`src/rtl/ocd_reply_frame_tx.sv`:
```
// ocd_reply_frame_tx: sync-prefixed debug reply frame serializer, 8N1 on TXD.
// Define OCD_REPLY_CRC_EN to append a CRC-16/CCITT-FALSE trailer (9-byte frame).
module ocd_reply_frame_tx #(
  parameter int unsigned BAUD_PERIOD = 208,
  parameter logic [7:0]  SYNC0       = 8'h5A,
  parameter logic [7:0]  SYNC1       = 8'hA5
) (
  input  logic        clk,
  input  logic        reset,
  input  logic        frame_valid,
  output logic        frame_ready,
  input  logic [7:0]  frame_type,
  input  logic [31:0] frame_data,
  output logic        TXD,
  output logic        busy,
  output logic        frame_done
);

`ifdef OCD_REPLY_CRC_EN
  localparam logic [3:0] LAST_BYTE = 4'd8;
`else
  localparam logic [3:0] LAST_BYTE = 4'd6;
`endif
  localparam logic [15:0] BAUD_LAST = 16'(BAUD_PERIOD - 1);
  localparam logic [15:0] BAUD_PRE  = 16'(BAUD_PERIOD - 2);

  typedef enum logic [1:0] {
    IDLE,
    START,
    DATA,
    STOP
  } state_e;

  state_e      state_q;
  logic [15:0] baud_q;
  logic [2:0]  bit_q;
  logic [3:0]  idx_q;
  logic [3:0]  idx_d;
  logic [7:0]  shr_q;
  logic [7:0]  type_q;
  logic [31:0] data_q;
  logic        txd_q;
  logic        ready_q;
  logic        busy_q;
  logic        done_q;
  logic        baud_end;
  logic        last_byte;
  logic [7:0]  next_byte;

`ifdef OCD_REPLY_CRC_EN
  logic [15:0] crc_q;
  logic [15:0] crc_d;

  // MSB-first bitwise CRC over {type, data}, computed once at accept
  function automatic logic [15:0] crc16(input logic [39:0] msg);
    logic [15:0] c;
    c = 16'hFFFF;
    for (int i = 39; i >= 0; i--) begin
      if (c[15] ^ msg[i]) c = {c[14:0], 1'b0} ^ 16'h1021;
      else                c = {c[14:0], 1'b0};
    end
    return c;
  endfunction

  assign crc_d = crc16({frame_type, frame_data});
`endif

  assign baud_end  = (baud_q == BAUD_LAST);
  assign last_byte = (idx_q == LAST_BYTE);
  assign idx_d     = idx_q + 4'd1;

  always_comb begin
    next_byte = SYNC0;
    case (idx_d)
      4'd1:    next_byte = SYNC1;
      4'd2:    next_byte = type_q;
      4'd3:    next_byte = data_q[31:24];
      4'd4:    next_byte = data_q[23:16];
      4'd5:    next_byte = data_q[15:8];
      4'd6:    next_byte = data_q[7:0];
`ifdef OCD_REPLY_CRC_EN
      4'd7:    next_byte = crc_q[15:8];
      4'd8:    next_byte = crc_q[7:0];
`endif
      default: next_byte = SYNC0;
    endcase
  end

  always_ff @(posedge clk or posedge reset) begin
    if (reset) begin
      state_q <= IDLE;
      baud_q  <= '0;
      bit_q   <= '0;
      idx_q   <= '0;
      shr_q   <= '0;
      type_q  <= '0;
      data_q  <= '0;
      txd_q   <= 1'b1;
      ready_q <= 1'b1;
      busy_q  <= 1'b0;
      done_q  <= 1'b0;
`ifdef OCD_REPLY_CRC_EN
      crc_q   <= '0;
`endif
    end else begin
      done_q <= 1'b0;
      if (state_q == IDLE || baud_end) baud_q <= '0;
      else                             baud_q <= baud_q + 16'd1;
      unique case (state_q)
        IDLE: begin
          if (frame_valid) begin
            type_q  <= frame_type;
            data_q  <= frame_data;
`ifdef OCD_REPLY_CRC_EN
            crc_q   <= crc_d;
`endif
            idx_q   <= '0;
            shr_q   <= SYNC0;
            txd_q   <= 1'b0;
            ready_q <= 1'b0;
            busy_q  <= 1'b1;
            state_q <= START;
          end
        end
        START: begin
          if (baud_end) begin
            txd_q   <= shr_q[0];
            shr_q   <= {1'b0, shr_q[7:1]};
            bit_q   <= '0;
            state_q <= DATA;
          end
        end
        DATA: begin
          if (baud_end) begin
            bit_q <= bit_q + 3'd1;
            if (bit_q == 3'd7) begin
              txd_q   <= 1'b1;
              state_q <= STOP;
            end else begin
              txd_q <= shr_q[0];
              shr_q <= {1'b0, shr_q[7:1]};
            end
          end
        end
        STOP: begin
          // pulse lands on the final clock of the last stop bit
          done_q <= last_byte && (baud_q == BAUD_PRE);
          if (baud_end) begin
            if (last_byte) begin
              ready_q <= 1'b1;
              busy_q  <= 1'b0;
              state_q <= IDLE;
            end else begin
              idx_q   <= idx_d;
              shr_q   <= next_byte;
              txd_q   <= 1'b0;
              state_q <= START;
            end
          end
        end
      endcase
    end
  end

  assign TXD         = txd_q;
  assign frame_ready = ready_q;
  assign busy        = busy_q;
  assign frame_done  = done_q;

endmodule

```
`config.mk`:
```
export PLATFORM = sky130hd
export DESIGN_NAME = ocd_reply_frame_tx
export DESIGN_NICKNAME = d
export VERILOG_FILES = /design/src/rtl/ocd_reply_frame_tx.sv
export SDC_FILE = /design/constraint.sdc
export NUM_CORES = 1
export LEC_CHECK = 0
export CAP_MARGIN = 15
export CORE_ASPECT_RATIO = 1.1
export CORE_MARGIN = 1
export CORE_UTILIZATION = 40
export CTS_BUF_LIST = sky130_fd_sc_hd__clkbuf_4
export DETAILED_ROUTE_END_ITERATION = 10
export PLACE_DENSITY = 0.6
export SLEW_MARGIN = 20
export SYNTH_ARGS = -nofsm -noshare
export SYNTH_HDL_FRONTEND = slang
export SYNTH_SLANG_ARGS = --single-unit
```
`constraint.sdc`:
```
create_clock -name clk -period 3.3 [get_ports clk]
set_clock_uncertainty 0.1 [all_clocks]
set_input_delay 0.66 -clock clk [delete_from_list [all_inputs] [get_ports clk]]
set_output_delay 0.66 -clock clk [all_outputs]
set_load 0.01 [all_outputs]
```
* Word level (Yosys, flattened, before mapping)
Index checks and enable logic that the tools add are counted.
Word-level totals: bits in registers 77, input bits 43, output and inout bits 4, logic and storage cells 85
Operators by class: add/sub/neg operators 3, equal/unequal tests 21, mux-type cells 38, reduce and logical (&&, ||, !) cells 12
Operators with widths (count):
- 2-to-1 mux 8 bit | 6
- case mux 8 bit (6 select lines) | 1
- equality test 16 x 8 -> 1 bit, second input constant | 2
- case mux 8 bit (4 select lines) | 1
- adder 16 x 1 -> 16 bit, second input constant | 1
- equality test 4 x 3 -> 1 bit, second input constant | 4
- 2-to-1 mux 16 bit | 1
- != test 2 bit, second input constant | 8
- 2-to-1 mux 1 bit | 13
- 2-to-1 mux 4 bit | 3
- 2-to-1 mux 2 bit | 5
- AND reduction 5 bit | 2
- equality test 4 x 2 -> 1 bit, second input constant | 2
- case mux 2 bit (4 select lines) | 1
- case mux 4 bit (2 select lines) | 1
- AND reduction 4 bit | 2
- 2-to-1 mux 3 bit | 2
- case mux 3 bit (2 select lines) | 1
- AND reduction 6 bit | 1
- adder 4 x 1 -> 4 bit, second input constant | 1
- equality test 2 bit, second input constant | 2
- equality test 4 x 1 -> 1 bit, second input constant | 1
- case mux 1 bit (2 select lines) | 2
- case mux 1 bit (4 select lines) | 1
- 9 further kinds | 10

* Longest topological paths before layout
depth after elaboration 6, depth in mapped cells 9, gate-level depth less buffers 8

* Least setup slack after synthesis
No wires, ideal clock.
path type register to register, from reg baud_q[0], to reg shr_q[1], library setup time 0.121 ns, arrival 1.865 ns, required time 3.079 ns, slack 1.214 ns, cell stages (with the launch flop) 10, buffers on the path 2, clock period less this slack 2.086 ns, path through dfrtp_1 ha_1 and3_1 and4_1 buf_4 a31oi_1 or2_1 buf_6 a21oi_1 a22o_1
On the way: cells in the longest elaborated chain, start to end 3, elaborated cells between the ends (all ways) 5, those cells by class eq/ne: 4; reduce/logical: 1
Ends and longest elaborated chain:
- start, declared | line 35 | logic [15:0] baud_q;
- start signal, assigned | line 108 | else baud_q <= baud_q + 16'd1;
- equality test 16 x 8 -> 1 bit (*) | line 68 | assign baud_end = (baud_q == BAUD_LAST);
- != test 2 bit (no line)
- AND reduction 6 bit (no line) (*)
- end signal, assigned | line 128 | shr_q <= {1'b0, shr_q[7:1]};
- end signal, assigned | line 141 | shr_q <= {1'b0, shr_q[7:1]};
- end signal, assigned | line 155 | shr_q <= next_byte;
- end, declared | line 39 | logic [7:0] shr_q;
Every way passes the cells marked *; elsewhere a longest branch is shown, timed or not. A chain may end at the register's enable or synchronous reset.

* Final worst setup path
from reg idx_q[0], to reg shr_q[4]
On the way: cells in the longest elaborated chain, start to end 6, elaborated cells between the ends (all ways) 14, those cells by class add/sub: 1; eq/ne: 8; mux: 4; reduce/logical: 1
Ends and longest elaborated chain:
- start, declared | line 37 | logic [3:0] idx_q;
- start signal, assigned | line 154 | idx_q <= idx_d;
- adder 4 x 1 -> 4 bit | line 70 | assign idx_d = idx_q + 4'd1;
- equality test 4 x 3 -> 1 bit (tied with other cells) | line 74 | case (idx_d)
- case mux 8 bit (6 select lines) | line 74
- 2-to-1 mux 8 bit | line 149 | if (last_byte) begin
- 2-to-1 mux 8 bit | line 148 | if (baud_end) begin
- case mux 8 bit (4 select lines) | line 109 | unique case (state_q)
Parallel ways exist; a longest one is shown, timed or not. The select of a mux whose other input is x is not followed.

==> results.txt <==
synthesized flop and latch total: 77
drt drc: 0
Setup TNS: 0 ps
crit start category: register
Sink Count: 77
Reg clk slew, reported paths: 130 ps
deepest clock path buffer count: 2
Initial DRT Pass Iterations: 5
via/cell ratio: 5.47
Power Dens Cells: 357 mW/mm2
total grt overflow: 0
first-pass GRT wire length: 14.3 mm
cell accounting for the most synthesized area: dfrtp_1
Synth Cell Area: 0.00395 mm2
R2R cell count: 8
Total GRT Usage: 17.2%
leakage: 2.11 nW
post-CTS repair timing setup buffer count: 0
CP peak stage delay: 500 ps
Slew @ Worst Pin: 765 ps
Synth top area share: 47.5%
initial core utilization: 41.6%
run status: complete, no violations
Hold EP: TXD$_DFFE_PP1P_
die area: 0.0103 mm2
Hold Path Stages: 2
Setup crit end kind: register
Syn Nets: 430
post-route ant nets: 0
commonest non-fill, non-tap cells in the layout: 75 x dfrtp_1, 46 x clkdlybuf4s50_1, 41 x mux2_2
antenna violations before repair: 0
area delta synth->final: 18.1%
HP Class: reg -> reg
Rows: 37
Worst EP required: 3510 ps
Distinct cells, synth: 49
CP bufs+invs: 1
vias in the first global route: 2988
Post-synth EDFFs: 0
Rel. slew slack: 49.0%
minimum clock period: 2560 ps
share of cells above drive strength 1: 16.0%
reg-to-reg endpoint: shr_q[4]$_DFFE_PP0P_
RSZ-0062 raised after global routing: false
largest net degree at the start of global routing: 78
Final nets: 471
height of the die: 106 um
CP max-delay cell: dfrtp_1
Initial DRC Count: 104
gpl congestion: 0.817
ys flop type: dfrtp_1
hold path start: TXD$_DFFE_PP1P_
CTS root buffer: clkbuf_4
diodes inserted: 0
IO Count: 47
setup violators final: 0
commonest non-fill, non-tap cell in the layout: dfrtp_1
top cells by area, synth: dfrtp_1 48%, mux2_2 12%, ha_1 4.1%, nand2_1 3.8%, nor2_1 2.6%
Critical Path, Cell by Cell: inv_1, ha_1, and3b_1, nand2_1, a31oi_1, or2_1, a21oi_1, a22o_1
FF-to-FF Start: idx_q[0]$_DFFE_PP0P_
Routed Wire Length: 8.26 mm
post-CTS sizing: 0
share of the yosys chip area belonging to registers: 48.9%
vias: 2935
asr flop ratio synth: 100%
core box area: 0.00949 mm2
WS Path Type: reg -> reg
total placed cells including tap cells: 521
input/output buffers: 46
Fillers: 879
CTS tree: done
latest clock arrival within the worst-skew pair: 420 ps
Period Utilization, post-route: 77.5%
synthesized instance count: 374
critical path arrival: 2770 ps
Synth Warn #: 0
worst-path maximum fanout: 12
Hold Vio Cnt, Final: 0
CP top delay family: simple AND/OR/NAND/NOR gates
Max Cap Violations: 0
r2r setup slk: 740 ps
number of buffers inserted during clock tree synthesis: 9
WL per Instance: 15.4 um
H-tree levels: 3
post-synthesis area per instance: 10.6 um2
Pins Over Slew Limit: 0
die width: 96.7 um
non-filler instance count after layout: 537
hold_buf cts: 0
Max IR drop VDD: 0.196 mV
DP HPWL: 5.71 mm
Peak Freq: 391 MHz
==> logic make-up (layout without fill, tap and decap cells) <==
kind of cell | count (synthesis) | count (layout) | share of synthesized area (%)
DFF | 77 | 77 | 48.9
buffers and inverters | 31 | 77 | 3.30
and+or+nand+nor | 120 | 120 | 15.4
AOI/OAI and AO/OA | 77 | 77 | 13.2
adders and majority gates | 13 | 13 | 4.12
muxes | 42 | 42 | 11.9
xor gates and xnor gates | 14 | 14 | 3.11
==> layout make-up <==
| class | count | area [um2] | share of cell area [%] |
|---|---|---|---|
| Inverter | 13 | 48.8 | 1.05 |
| Clock buffer | 10 | 75.1 | 1.61 |
| Tap cell | 117 | 146 | 3.14 |
| Sequential cell | 77 | 1930 | 41.4 |
| Clock inverter | 6 | 86.3 | 1.85 |
| Multi-Input combinational cell | 266 | 1890 | 40.5 |
| Timing Repair Buffer | 48 | 488 | 10.5 |
==> sequential cells by signal (all words and copies together) (netlist names) <==
signal       count
frame_done       1
busy             1
state_q          2
type_q           8
data_q          32
frame_ready      1
bit_q            3
shr_q            8
idx_q            4
baud_q          16
TXD              1
==> synth_stat cells, drive strengths merged, types with 6 or more instances <==
| cell | n |
|---|---|
| a22oi | 8 |
| inv | 12 |
| xnor2 | 8 |
| xor2 | 6 |
| nor2 | 27 |
| buf | 8 |
| nand3 | 15 |
| a22o | 9 |
| ha | 13 |
| mux2 | 41 |
| nand4 | 7 |
| o21ai | 15 |
| clkbuf | 10 |
| nand2 | 40 |
| dfrtp | 75 |
| a21oi | 19 |
==> where the power goes <==
part           switching [mW]  internal (mW)
combinational          0.0256         0.0461
sequential                  0          0.943
clock                   0.335          0.316
==> worst max path at each step <==
stage / start / endpoint / slack, ps / depth (start not counted)
4_1_cts: idx_q[0]$_DFFE_PP0P_ / shr_q[4]$_DFFE_PP0P_ / 740 / 8
5_1_grt: idx_q[0]$_DFFE_PP0P_ / shr_q[4]$_DFFE_PP0P_ / 430 / 8
3_3_place_gp: idx_q[0]$_DFFE_PP0P_ / shr_q[6]$_DFFE_PP0P_ / 870 / 8
6_report: idx_q[0]$_DFFE_PP0P_ / shr_q[4]$_DFFE_PP0P_ / 740 / 8
3_5_place_dp: idx_q[0]$_DFFE_PP0P_ / shr_q[6]$_DFFE_PP0P_ / 780 / 8
2_1_floorplan: reset / baud_q[0]$_DFF_PP0_ / 580 / 1
==> per-stage QoR <==
stage | hold WS (ps) | cell area [um2] | power, mW | util, % | setup WS (ps)
floorplan | 338 | 3950 | 0.976 | - | 577
global placement | 362 | 4500 | 1.04 | 47.4 | 873
detailed placement | 362 | 4500 | 1.04 | 47.4 | 783
CTS | 388 | 4660 | 1.69 | 49.1 | 743
global route | 403 | 4660 | 1.74 | 49.1 | 431
finish | 388 | 4660 | 1.67 | 49.1 | 742
==> tightest hold or removal path: stages, from the launching register on <==
cell	delay, ps
dfstp_2	390
nand2_1	40
o21ai_0	70
==> routing by layer <==
| metal | vias to the layer above | global-route usage (%) | routed length (um) |
|---|---|---|---|
| met5 | - | 0 | 0 |
| met1 | 1436 | 22.7 | 3870 |
| li1 | 1425 | - | - |
| met3 | 11 | 3.81 | 305 |
| met2 | 63 | 28.2 | 3970 |
| met4 | 0 | 5.54 | 120 |
(Power assumes the default switching activity.)
==> variant: new RTL, same flow settings <==
Add a define of `OCD_REPLY_CRC_EN`.
--- a/src/rtl/ocd_reply_frame_tx.sv
+++ b/src/rtl/ocd_reply_frame_tx.sv
@@ -1,5 +1,7 @@
 // ocd_reply_frame_tx: sync-prefixed debug reply frame serializer, 8N1 on TXD.
 // Define OCD_REPLY_CRC_EN to append a CRC-16/CCITT-FALSE trailer (9-byte frame).
+`define OCD_REPLY_CRC_EN
+
 module ocd_reply_frame_tx #(
   parameter int unsigned BAUD_PERIOD = 208,
   parameter logic [7:0]  SYNC0       = 8'h5A,
Behaviour: no difference found for any inputs over 10 cycles, from zero or initial values and one cycle with reset high; that may be too few to reach the edited logic, so the function may still have changed.
==> variant against the unedited design <==
  * Die area is 48% higher
  * Final cell count grew 53%
  * Total power increased by 140%
  * Utilization fell by 0.054 points
  * Register-to-register slack got worse by 0.23 ns
  * Worst setup slack lost 0.59 ns
  * Global-route usage is 3.4 points higher
  * Routed wire length increased by 76%
  * Design area rose by 51%
  * Critical path depth is the same
  * Synthesized area rose by 49%
  * Sequential cell count increased by 16
  * Non-clock buffer count increased by 60
  * Critical path type is now in2reg
==> variant: results (changes against the unedited design) <==
----------------------------------------------------
[Status]
  Run status ... finished clean

[Final layout]
  Number of nets in the layout ... 677 (+44%)
  Layout cells sized above 1 ... 24.6% (+8.6 points)
  Top flop regs ... data_q (32), baud_q (16), crc_q (16)

[Route]
  Amount of wire on met3 after detailed routing ... 502 um (+65%)
  Average detailed-routed wire length per instance ... 17.7 um (+15%)
  Number of violations reported at the end of detailed-routing iteration 0 ... 197 (+89%)
  Number of vias per cell after detailed routing ... 5.20 (-4.8%)
  Met2 routed wirelength ... 7410 um (+87%)
  Final WL ... 14500 um (+76%)

[GRT]
  Number of global-route vias before repair ... 4533 (+52%)
  Met2 GRT Util ... 38.6% (+10 points)
  Routing usage on met3 ... 2.95% (-0.86 points)
  Initial antenna violation count ... 1 (+1)

[Power]
  Power spent charging and discharging nets ... 1.36 mW (+280%)
  VDD IR-drop max ... 0.378 mV (+93%)
  Power dissipated in combinational cells ... 2.36 mW (+3200%)
  Final Total Pwr ... 4.06 mW (+140%)
  Static leakage ... 3.30 nW (+56%)

[Logic synthesis]
  Cell variety after synth ... 57 (+16%)
  Largest cells by area after synthesis ... sky130_fd_sc_hd__dfrtp_1, sky130_fd_sc_hd__mux2_2, sky130_fd_sc_hd__xnor2_1, sky130_fd_sc_hd__nand2_1, sky130_fd_sc_hd__xnor3_1
  Most common library cells after synthesis ... sky130_fd_sc_hd__dfrtp_1, sky130_fd_sc_hd__xnor2_1, sky130_fd_sc_hd__nand2_1
  Post-Synthesis Mean Instance Area ... 11.1 um^2 (+5.1%)
  Compound-cell area share of the yosys netlist ... 10.6% (-2.7 points)
  Part of the Yosys area used for sequential elements ... 39.6% (-9.2 points)
  Syn Nets ... 586 (+36%)
  Adder-cell share of the synthesized area ... 2.77% (-1.4 points)
  Multiplexer share of the synthesized area ... 9.33% (-2.6 points)

[Worst setup path]
  Family with the most delay on the worst path ... XOR/XNOR gates
  Peak per-stage delay on the critical path ... 0.48 ns (-0.02 ns)
  Arrival @ worst endpoint ... 3.40 ns (+0.63 ns)
  FF-to-FF setup slack ... 0.51 ns (-0.23 ns)
  Slowest cell on crit path ... sky130_fd_sc_hd__xnor3_2

[Clock network]
  Clock-pin transition on the worst setup and hold timing paths ... 0.15 ns (+0.02 ns)

[Timing]
  Post-layout minimum cycle time ... 3.15 ns (+0.594 ns)
  Min Hold Slack ... 0.375 ns (-0.0126 ns)

[Placed design]
  Worst slack at placement ... -0.337 ns (-1.12 ns)
  Sum of net half-perimeters after detailed placement ... 11100 um (+95%)
  Global placer's final weighted congestion ... 0.854 (+4.6%)
  DP Area ... 0.00694 mm^2 (+54%)

----------------------------------------------------
## variant: cell types whose count changed after synthesis, sizes merged, moves of 5 or more
cell,before,now
dfrtp,75,91
and2,0,5
xnor3,0,20
a22o,9,1
a21oi,19,11
o21ai,15,29
xor3,0,5
clkbuf,10,23
xnor2,8,66
mux2,41,46
nand2,40,58
xor2,6,24
a22oi,8,22
## variant: worst paths after layout
kind | start | end | cells after the start
worst max-delay path | frame_data[31] | crc_q[9] | 8
worst min-delay path | reset | type_q[5] | 2
worst max register to register | baud_q[2] | shr_q[2] | 8
worst min register to register | crc_q[0] | crc_q[0] | 2
max in group asynchronous | reset | data_q[9] | 3
min in group clk | crc_q[0] | crc_q[0] | 2
## variant: cell type report
cell class	count	share of cell area (%)
clock inverters	6	0.567
flip-flops and latches	93	33.0
diodes	1	0.0354
clock buffers	10	1.06
repair buffers	108	13.5
inverters	12	0.656
well taps	192	3.40
multi-input cells	397	47.8
